==> config.mk <==
export PLATFORM = sky130hd
export DESIGN_NAME = rf_wb_sched
export DESIGN_NICKNAME = d
export VERILOG_FILES = /design/src/rtl/rf_wb_sched_pkg.sv /design/src/rtl/rf_wb_sched_wb_rr_arbiter.sv /design/src/rtl/rf_wb_sched.sv
export SDC_FILE = /design/constraint.sdc
export NUM_CORES = 1
export LEC_CHECK = 0
export ABC_CLOCK_PERIOD_IN_PS = 10100
export CORE_UTILIZATION = 45
export DETAILED_ROUTE_END_ITERATION = 7
export GPL_TIMING_DRIVEN = 0
export PLACE_DENSITY = 0.74
export SETUP_SLACK_MARGIN = 0.5
export SLEW_MARGIN = 20
export SYNTH_ARGS = -nofsm -noshare
export SYNTH_HDL_FRONTEND = slang
export SYNTH_SLANG_ARGS = --single-unit
export TNS_END_PERCENT = 10
==> constraint.sdc <==
create_clock -name clk -period 10.1 [get_ports clk]
set_clock_uncertainty 0.1 [all_clocks]
set_input_delay 2.02 -clock clk [delete_from_list [all_inputs] [get_ports clk]]
set_output_delay 2.02 -clock clk [all_outputs]
set_load 0.01 [all_outputs]
==> src/rtl/rf_wb_sched_pkg.sv <==
// rf_wb_sched_pkg: shared types for the register-file write-back scheduler.
package rf_wb_sched_pkg;
  localparam int REG_NUM = 32;
  localparam int XLEN = 64;
  localparam int WB_REQ_NUM = 2;
  localparam int SB_CNT_W = 2;
  typedef logic [$clog2(REG_NUM)-1:0] reg_ind_t;
  typedef logic [XLEN-1:0] data_t;
  typedef logic [SB_CNT_W-1:0] sb_cnt_t;
  typedef struct packed {
    logic     valid;
    reg_ind_t rd;
    data_t    data;
  } wb_req_t;
endpackage

==> src/rtl/rf_wb_sched_wb_rr_arbiter.sv <==
// wb_rr_arbiter: 2-way round-robin grant; the pointer flips to the loser after each conflict.
module wb_rr_arbiter (
  input  logic       clk,
  input  logic       rst,
  input  logic [1:0] valid,
  output logic [1:0] grant
);
  logic ptr_q, ptr_d;
  always_comb begin
    grant = (valid == 2'b11) ? (ptr_q ? 2'b10 : 2'b01) : valid;
    ptr_d = (valid == 2'b11) ? ~ptr_q : ptr_q;
  end
  always_ff @(posedge clk or posedge rst) begin
    if (rst) ptr_q <= 1'b0;
    else ptr_q <= ptr_d;
  end
endmodule

==> src/rtl/rf_wb_sched.sv <==
// rf_wb_sched: write-back arbiter, commit stage and per-register pending-write scoreboard.
// Define RF_WB_BYPASS_EN to add commit-cycle forwarding outputs (rs1_fwd, rs2_fwd, fwd_data).
module rf_wb_sched import rf_wb_sched_pkg::*; #(
  parameter int CNT_W = 2
) (
  input  logic       clk,
  input  logic       rst,
  input  logic       issue_valid,
  input  reg_ind_t   issue_rd,
  output logic       issue_ready,
  input  reg_ind_t   rs1_addr,
  input  reg_ind_t   rs2_addr,
  output logic       rs1_busy,
  output logic       rs2_busy,
  input  logic [1:0] wb_valid,
  input  reg_ind_t   wb_rd [WB_REQ_NUM],
  input  data_t      wb_data [WB_REQ_NUM],
  output logic [1:0] wb_ready,
  output logic       rf_we,
  output reg_ind_t   rf_waddr,
  output data_t      rf_wdata,
  output logic       sb_err
`ifdef RF_WB_BYPASS_EN
  ,
  output logic       rs1_fwd,
  output logic       rs2_fwd,
  output data_t      fwd_data
`endif
);
  logic [CNT_W-1:0] cnt_q [REG_NUM];
  logic [CNT_W-1:0] cnt_d [REG_NUM];
  logic rf_we_q, rf_we_d, sb_err_q, sb_err_d;
  reg_ind_t rf_waddr_q, rf_waddr_d;
  data_t rf_wdata_q, rf_wdata_d;
  logic [1:0] grant;
  wb_req_t req [WB_REQ_NUM];
  wb_req_t win;
  logic issue_acc, fwd1, fwd2;
  wb_rr_arbiter u_arb (.clk(clk), .rst(rst), .valid(wb_valid), .grant(grant));
  always_comb begin
    for (int i = 0; i < WB_REQ_NUM; i++) req[i] = '{valid: wb_valid[i], rd: wb_rd[i], data: wb_data[i]};
    win = grant[1] ? req[1] : req[0];
    wb_ready = grant;
    rf_we_d = |grant && win.rd != '0;
    rf_waddr_d = |grant ? win.rd : rf_waddr_q;
    rf_wdata_d = |grant ? win.data : rf_wdata_q;
    issue_ready = issue_rd == '0 || cnt_q[issue_rd] != '1 || (rf_we_q && rf_waddr_q == issue_rd);
    issue_acc = issue_valid && issue_ready && issue_rd != '0;
    fwd1 = rf_we_q && rf_waddr_q == rs1_addr && rs1_addr != '0 && cnt_q[rs1_addr] == CNT_W'(1);
    fwd2 = rf_we_q && rf_waddr_q == rs2_addr && rs2_addr != '0 && cnt_q[rs2_addr] == CNT_W'(1);
    sb_err_d = sb_err_q | (rf_we_q && cnt_q[rf_waddr_q] == '0);
    cnt_d = cnt_q;
    // Simultaneous issue and commit to one register cancel; decrement saturates at zero.
    for (int i = 1; i < REG_NUM; i++) begin
      if (rf_we_q && rf_waddr_q == reg_ind_t'(i) && !(issue_acc && issue_rd == reg_ind_t'(i)))
        cnt_d[i] = (cnt_q[i] == '0) ? '0 : cnt_q[i] - 1'b1;
      else if (issue_acc && issue_rd == reg_ind_t'(i) && !(rf_we_q && rf_waddr_q == reg_ind_t'(i)))
        cnt_d[i] = cnt_q[i] + 1'b1;
    end
  end
  always_ff @(posedge clk or posedge rst) begin
    if (rst) begin
      cnt_q <= '{default: '0};
      rf_we_q <= 1'b0;
      rf_waddr_q <= '0;
      rf_wdata_q <= '0;
      sb_err_q <= 1'b0;
    end else begin
      cnt_q <= cnt_d;
      rf_we_q <= rf_we_d;
      rf_waddr_q <= rf_waddr_d;
      rf_wdata_q <= rf_wdata_d;
      sb_err_q <= sb_err_d;
    end
  end
  assign rf_we = rf_we_q;
  assign rf_waddr = rf_waddr_q;
  assign rf_wdata = rf_wdata_q;
  assign sb_err = sb_err_q;
`ifdef RF_WB_BYPASS_EN
  assign rs1_fwd = fwd1;
  assign rs2_fwd = fwd2;
  assign fwd_data = rf_wdata_q;
  assign rs1_busy = rs1_addr != '0 && cnt_q[rs1_addr] != '0 && !fwd1;
  assign rs2_busy = rs2_addr != '0 && cnt_q[rs2_addr] != '0 && !fwd2;
`else
  assign rs1_busy = rs1_addr != '0 && cnt_q[rs1_addr] != '0 && (fwd1 | 1'b1);
  assign rs2_busy = rs2_addr != '0 && cnt_q[rs2_addr] != '0 && (fwd2 | 1'b1);
`endif
endmodule

== Word-level counts from Yosys, hierarchy flattened ==
Index checks and enable logic that the tools add are counted.
Word-level totals
  flip-flop bits (word level): 134
  input bits: 158
  output and inout port bits: 76
  logic and storage cells: 547
Operators by class
  $add $sub $neg: 62
  magnitude comparators: 4
  equality and inequality tests: 65
  mux-type cells: 108
  bitwise gates (word level): 6
  reduce and logical (&&, ||, !) cells: 266
Operators with widths (number)
  2-bit two-way mux: 103
  5-bit equality test, second input constant: 32
  1-bit logical AND: 131
  5-bit by 4-bit equality test with 1-bit output, second input constant: 16
  69-bit two-way mux: 1
  2-bit nonzero test: 33
  2-bit zero test: 32
  2-bit by 1-bit adder with 2-bit output, second input constant: 31
  1-bit zero test: 62
  2-bit by 1-bit subtractor with 2-bit output, second input constant: 31
  2-bit binary-select mux with 5-bit select: 4
  5-bit by 3-bit equality test with 1-bit output, second input constant: 8
  6-bit >= comparator, second input constant: 4
  5-bit inverter with 6-bit output: 4
  5-bit by 2-bit equality test with 1-bit output, second input constant: 4
  5-bit nonzero test: 4
  5-bit by 1-bit equality test with 1-bit output, second input constant: 2
  5-bit equality test: 1
  5-bit zero test: 1
  2-bit equality test, second input constant: 1
  1-bit logical OR: 2
  2-bit != test, second input constant: 1
  2-bit OR reduction: 1
  1-bit inverter: 1
  1-bit OR: 1

== Longest topological paths before layout ==
  word-level depth: 13
  depth in mapped cells: 12
  mapped depth without buffers: 9

== By module ==
Synthesis repeated with hierarchy kept, for this count alone.
Unflattened totals
  cell total of the unflattened synthesis: 968
  area, all modules: 9380.2 um^2
Modules (own cells, without submodules)
  rf_wb_sched: times used 1, cells each 961, area each 9320.2 um^2, sequential area each 3328.2 um^2
  wb_rr_arbiter: times used 1, cells each 7, area each 60.1 um^2, sequential area each 25.0 um^2

== Least setup slack after synthesis ==
Ideal clock, no wire load.
  path type: input -> output
  from: input rs2_addr[2]
  to: output rs2_busy
  arrival time: 3452 ps
  required time: 7980 ps
  path slack: 4528 ps
  stages on the path: 4
  path buffers: 1
  cells stage by stage: buf_2 mux4_2 mux4_2 mux2i_1
On the way
  cells in the longest elaborated chain, start to end: 6
  elaborated cells between the ends (all ways): 7
  classes of those cells: mux: 3; bitwise: 1; reduce/logical: 3
Ends and longest elaborated chain
  start: declaration: line rf_wb_sched.sv:12  | input reg_ind_t rs2_addr,
  5-bit inverter with 6-bit output (not written as such): line rf_wb_sched.sv:88  | assign rs2_busy = rs2_addr != '0 && cnt_q[rs2_addr] != '0 && (fwd2 | 1'b1);
  2-bit binary-select mux with 5-bit select: line rf_wb_sched.sv:88
  2-bit two-way mux (not written as such) (2 in a row): line rf_wb_sched.sv:88
  2-bit nonzero test: line rf_wb_sched.sv:88
  1-bit logical AND (*): line rf_wb_sched.sv:88
  end: declaration: line rf_wb_sched.sv:14  | output logic rs2_busy,
Mark *: on every way between the ends. The rest lies on a longest branch, timed or not. The select of a mux whose other input is x is not followed.

== Final worst setup path ==
  from: input issue_rd[2]
  to: output issue_ready
On the way
  cells in the longest elaborated chain, start to end: 7
  elaborated cells between the ends (all ways): 10
  classes of those cells: eq/ne: 2; mux: 3; bitwise: 1; reduce/logical: 4
Ends and longest elaborated chain
  start: declaration: line rf_wb_sched.sv:9  | input reg_ind_t issue_rd,
  5-bit inverter with 6-bit output (not written as such): line rf_wb_sched.sv:47  | issue_ready = issue_rd == '0 || cnt_q[issue_rd] != '1 || (rf_we_q && rf_waddr_q == issue_rd);
  2-bit binary-select mux with 5-bit select: line rf_wb_sched.sv:47
  2-bit two-way mux (not written as such) (2 in a row): line rf_wb_sched.sv:47
  2-bit != test: line rf_wb_sched.sv:47
  1-bit logical OR: line rf_wb_sched.sv:47
  1-bit logical OR (*): line rf_wb_sched.sv:47
  end: declaration: line rf_wb_sched.sv:10  | output logic issue_ready,
Marks and branches as above.

==> results list <==
- Cell at the slowest stage of the critical path: sky130_fd_sc_hd__clkdlybuf4s50_1
- Antenna violation net count after detailed routing: 0
- The clock period could shrink to 6.48 ns.
- For this run, design rule violations remaining after detail routing come to 0.
- Final Hold Violating Endpoints: 0
* Power density of the placed cells: 230 nW/um2
- Max frequency: 154 MHz
- Number of cells upsized or downsized after cts: 0
- Sequential elements use 36.1% of the synthesized area.
- In this run, placement finished with an instance count of 1486.
* Total area of sequential cells: 3350 um2
- The tree is rooted in a sky130_fd_sc_hd__clkbuf_16.
* Number of antenna violations at the first check in global routing: 3
- Critical path data arrival time: 4.36 ns
* Async S/R FF share, synth: 100%
- In this run, synthesis inferred 0 flip-flops with an integrated enable.
- Ranking of synthesized cells by instance count: sky130_fd_sc_hd__nor2_1 (180), sky130_fd_sc_hd__dfrtp_1 (134), sky130_fd_sc_hd__a21oi_1 (102)
* Row count: 52
- The path class of the tightest hold or removal check is reg -> reg.
* Std-Cell Core Area: 20200 um2
- Num Clock Sinks: 134
* Critical Setup Path Class: in -> out
- Data required time of the worst path: 7.98 ns
- The worst setup path is captured at a primary output.
- Slew headroom: 58.5%
- Maximum number of pins on one net before global-route repair: 87
- In the final layout, the multi-input gates occupy 5540 um2.
- The worst setup path is launched from a primary input.
- The run finished with clean final reports.
* Fraction of synthesized cell area taken by the top area cell type: 36.1%
* Largest stage delay, worst path: 0.53 ns
- Number of warnings reported in the yosys synthesis log: 0
- Chip Height: 146 um
- For this run, the post-layout net count is 1486.
* Input/output buffers: 223
* Number of pins with negative max-slew slack in the final report: 0
- In the global route stage, overall resource usage came out at 28.1%.
- Share of the clock period used by the worst path after layout: 64.2%
- TritonCTS built the clock tree.
- Summed over all cells, the static leakage comes to 5.32 nW.
* Share of final-layout standard cells stronger than drive strength 1: 8.90%
- The area growth from synthesis to layout is 34.4%.
- CTS built an H-tree with a depth of 4.
- Largest area contributor in the netlist: sky130_fd_sc_hd__dfrtp_1
- Counting flops and latches in the post-synthesis netlist gives 134.
* Critical path fanouts, max: 10
* Number of vias in the routed layout: 8325
- Setup repair after global routing left no endpoint under its margin.
* Dpl hpwl: 22500 um
* Count of boundary I/O pins: 234
* Routed WL: 29200 um
- At the later pin of the worst-skew pair, clock insertion delay measures 0.44 ns.
- In this run the horizontal extent of the chip is 146 um.
- The worst-case IR drop observed on VDD is 126 uV.
- Final setup violating endpoints: 0
- The floorplan step defined a die boundary enclosing 21200 um2.
- The synthesized netlist occupies a cell area of 9290 um2.
- CTS clk-pin slew, worst paths: 0.06 ns
- Global routing finished with a remaining overflow of 0.
- The first detailed-routing pass ran for 5 iterations.
* CP Cell Sequence: clkdlybuf4s50_1, buf_2, xor2_1, nor4_2, nand3_1, nand4b_1, o21a_1, clkdlybuf4s50_1
- The first global-routing pass estimated 45900 um of wire.
- Post-CTS setup buffers: 0
* Cell Count, Final, Fillers Out: 1520
* Filler cell count in the final layout: 1714
* Routed via count divided by cell count: 5.48
* Mean instance size in the synthesized netlist: 9.37 um2
- Clock tree synthesis inserted a total of 17 buffers.
- Hold repair after CTS inserted 0 buffers.
* Most used flip-flop cell after synthesis: sky130_fd_sc_hd__dfrtp_1
- Cells after Synth: 992
- Final GP Congestion: 0.922
- At the pin with the least slew margin, the transition time is 0.623 ns.
- Synthesis produced a netlist with a net count of 1243.
- The clock passes through at most 2 buffers.
- Max-cap violation count: 0
* Post-Route Setup TNS: 0 ns
- Most common cell type on the critical path: sky130_fd_sc_hd__clkdlybuf4s50_1
* Cell with the most instances after synthesis: sky130_fd_sc_hd__nor2_1
- Hold timing on the final database bottoms out at a slack of 0.454 ns.
* Via count of the first global-routing pass: 8504
- Cell types with the largest area share after synthesis: sky130_fd_sc_hd__dfrtp_1 (36%), sky130_fd_sc_hd__ha_1 (13%), sky130_fd_sc_hd__mux2i_1 (8.5%)
- Starting Density: 45.9%
- The first routing iteration left 495 violations.
* Number of library cell types mapped by synthesis: 44
- Dividing the detail-routed wire length by the instance count gives 19.2 um.
==> metrics by stage <==
step	utilization [%]	instance area (um2)	setup slack, ns	power [mW]
after global placement	58.6	11900	2.16	2.17
after floorplan	-	9290	4.40	1.70
after global routing	61.7	12500	3.46	3.07
after CTS	61.7	12500	3.67	2.87
after detailed placement	58.8	11900	3.69	2.22
final	61.7	12500	3.62	2.87
==> cell usage in the layout, fill, tap and decap left out, types with 21 or more instances in the layout <==
master	netlist	routed
sky130_fd_sc_hd__nand2_1	76	76
sky130_fd_sc_hd__inv_1	37	36
sky130_fd_sc_hd__mux4_2	21	21
sky130_fd_sc_hd__buf_2	21	21
sky130_fd_sc_hd__o21ai_0	35	35
sky130_fd_sc_hd__nor2_1	180	180
sky130_fd_sc_hd__mux2_2	28	28
sky130_fd_sc_hd__nand3_1	25	25
sky130_fd_sc_hd__mux2i_1	79	79
sky130_fd_sc_hd__a21oi_1	102	102
sky130_fd_sc_hd__dfrtp_1	134	134
sky130_fd_sc_hd__clkdlybuf4s50_1	0	223
sky130_fd_sc_hd__ha_1	93	93
sky130_fd_sc_hd__clkbuf_1	28	28
sky130_fd_sc_hd__a211oi_1	31	31
==> cell families after synthesis <==
group                    share of synthesized area (%)
buffers and inverters                             4.24
flip-flops                                        36.1
XOR/XNOR                                         0.566
adder cells (fa/ha/maj)                           12.5
AND/OR/NAND/NOR                                   15.2
AO/OA/AOI/OAI                                     13.0
multiplexers                                      18.4
==> cell type report <==
cell class	count	area share [%]
antenna	3	0.0601
multi-input combinational	766	44.4
sequential	134	26.8
inverter	39	1.23
clock inverter	13	1.19
buffer	53	1.98
tap	270	2.70
timing repair buffer	224	18.1
clock buffer	18	3.52
==> per-layer routing <==
layer / track usage [%] / wire length [um] / vias up
li1: - / - / 4021
met1: 31.8 / 11300 / 3936
met2: 48.9 / 14500 / 306
met3: 8.97 / 2460 / 62
met4: 11.4 / 891 / 0
met5: 0 / 0 / -
==> final timing paths <==
path                              from     endpoint  slack (ns)  depth (start not counted)
hold / removal                  sb_err       sb_err        0.45                          1
hold reg to reg                 sb_err       sb_err        0.45                          1
setup / recovery           issue_rd[2]  issue_ready        3.62                          8
max in group asynchronous          rst    cnt_q[56]        7.21                          3
min in group asynchronous          rst  rf_wdata[4]        1.89                          2
setup reg to reg           rf_waddr[0]    cnt_q[49]        7.04                          9
==> flip-flops by register name (all words and copies together), names as in the netlist <==
name	cells
rf_waddr	5
rf_wdata	64
u_arb.ptr_q	1
rf_we	1
sb_err	1
cnt_q	62
==> power by group <==
part	switching (mW)	internal, mW	leakage (nW)	total, mW
logic	0.638	0.626	3.51	1.26
registers	0.223	0.740	1.52	0.964
clock network	0.268	0.372	0.285	0.640
==> critical path, delay by kind of cell <==
kind	cells	cell delay (ns)
AO/OA/AOI/OAI	1	0.18
AND/OR/NAND/NOR	3	0.77
buffers and inverters	3	1.27
XOR/XNOR	1	0.11
Note: power is estimated with default switching activity, not from simulation.
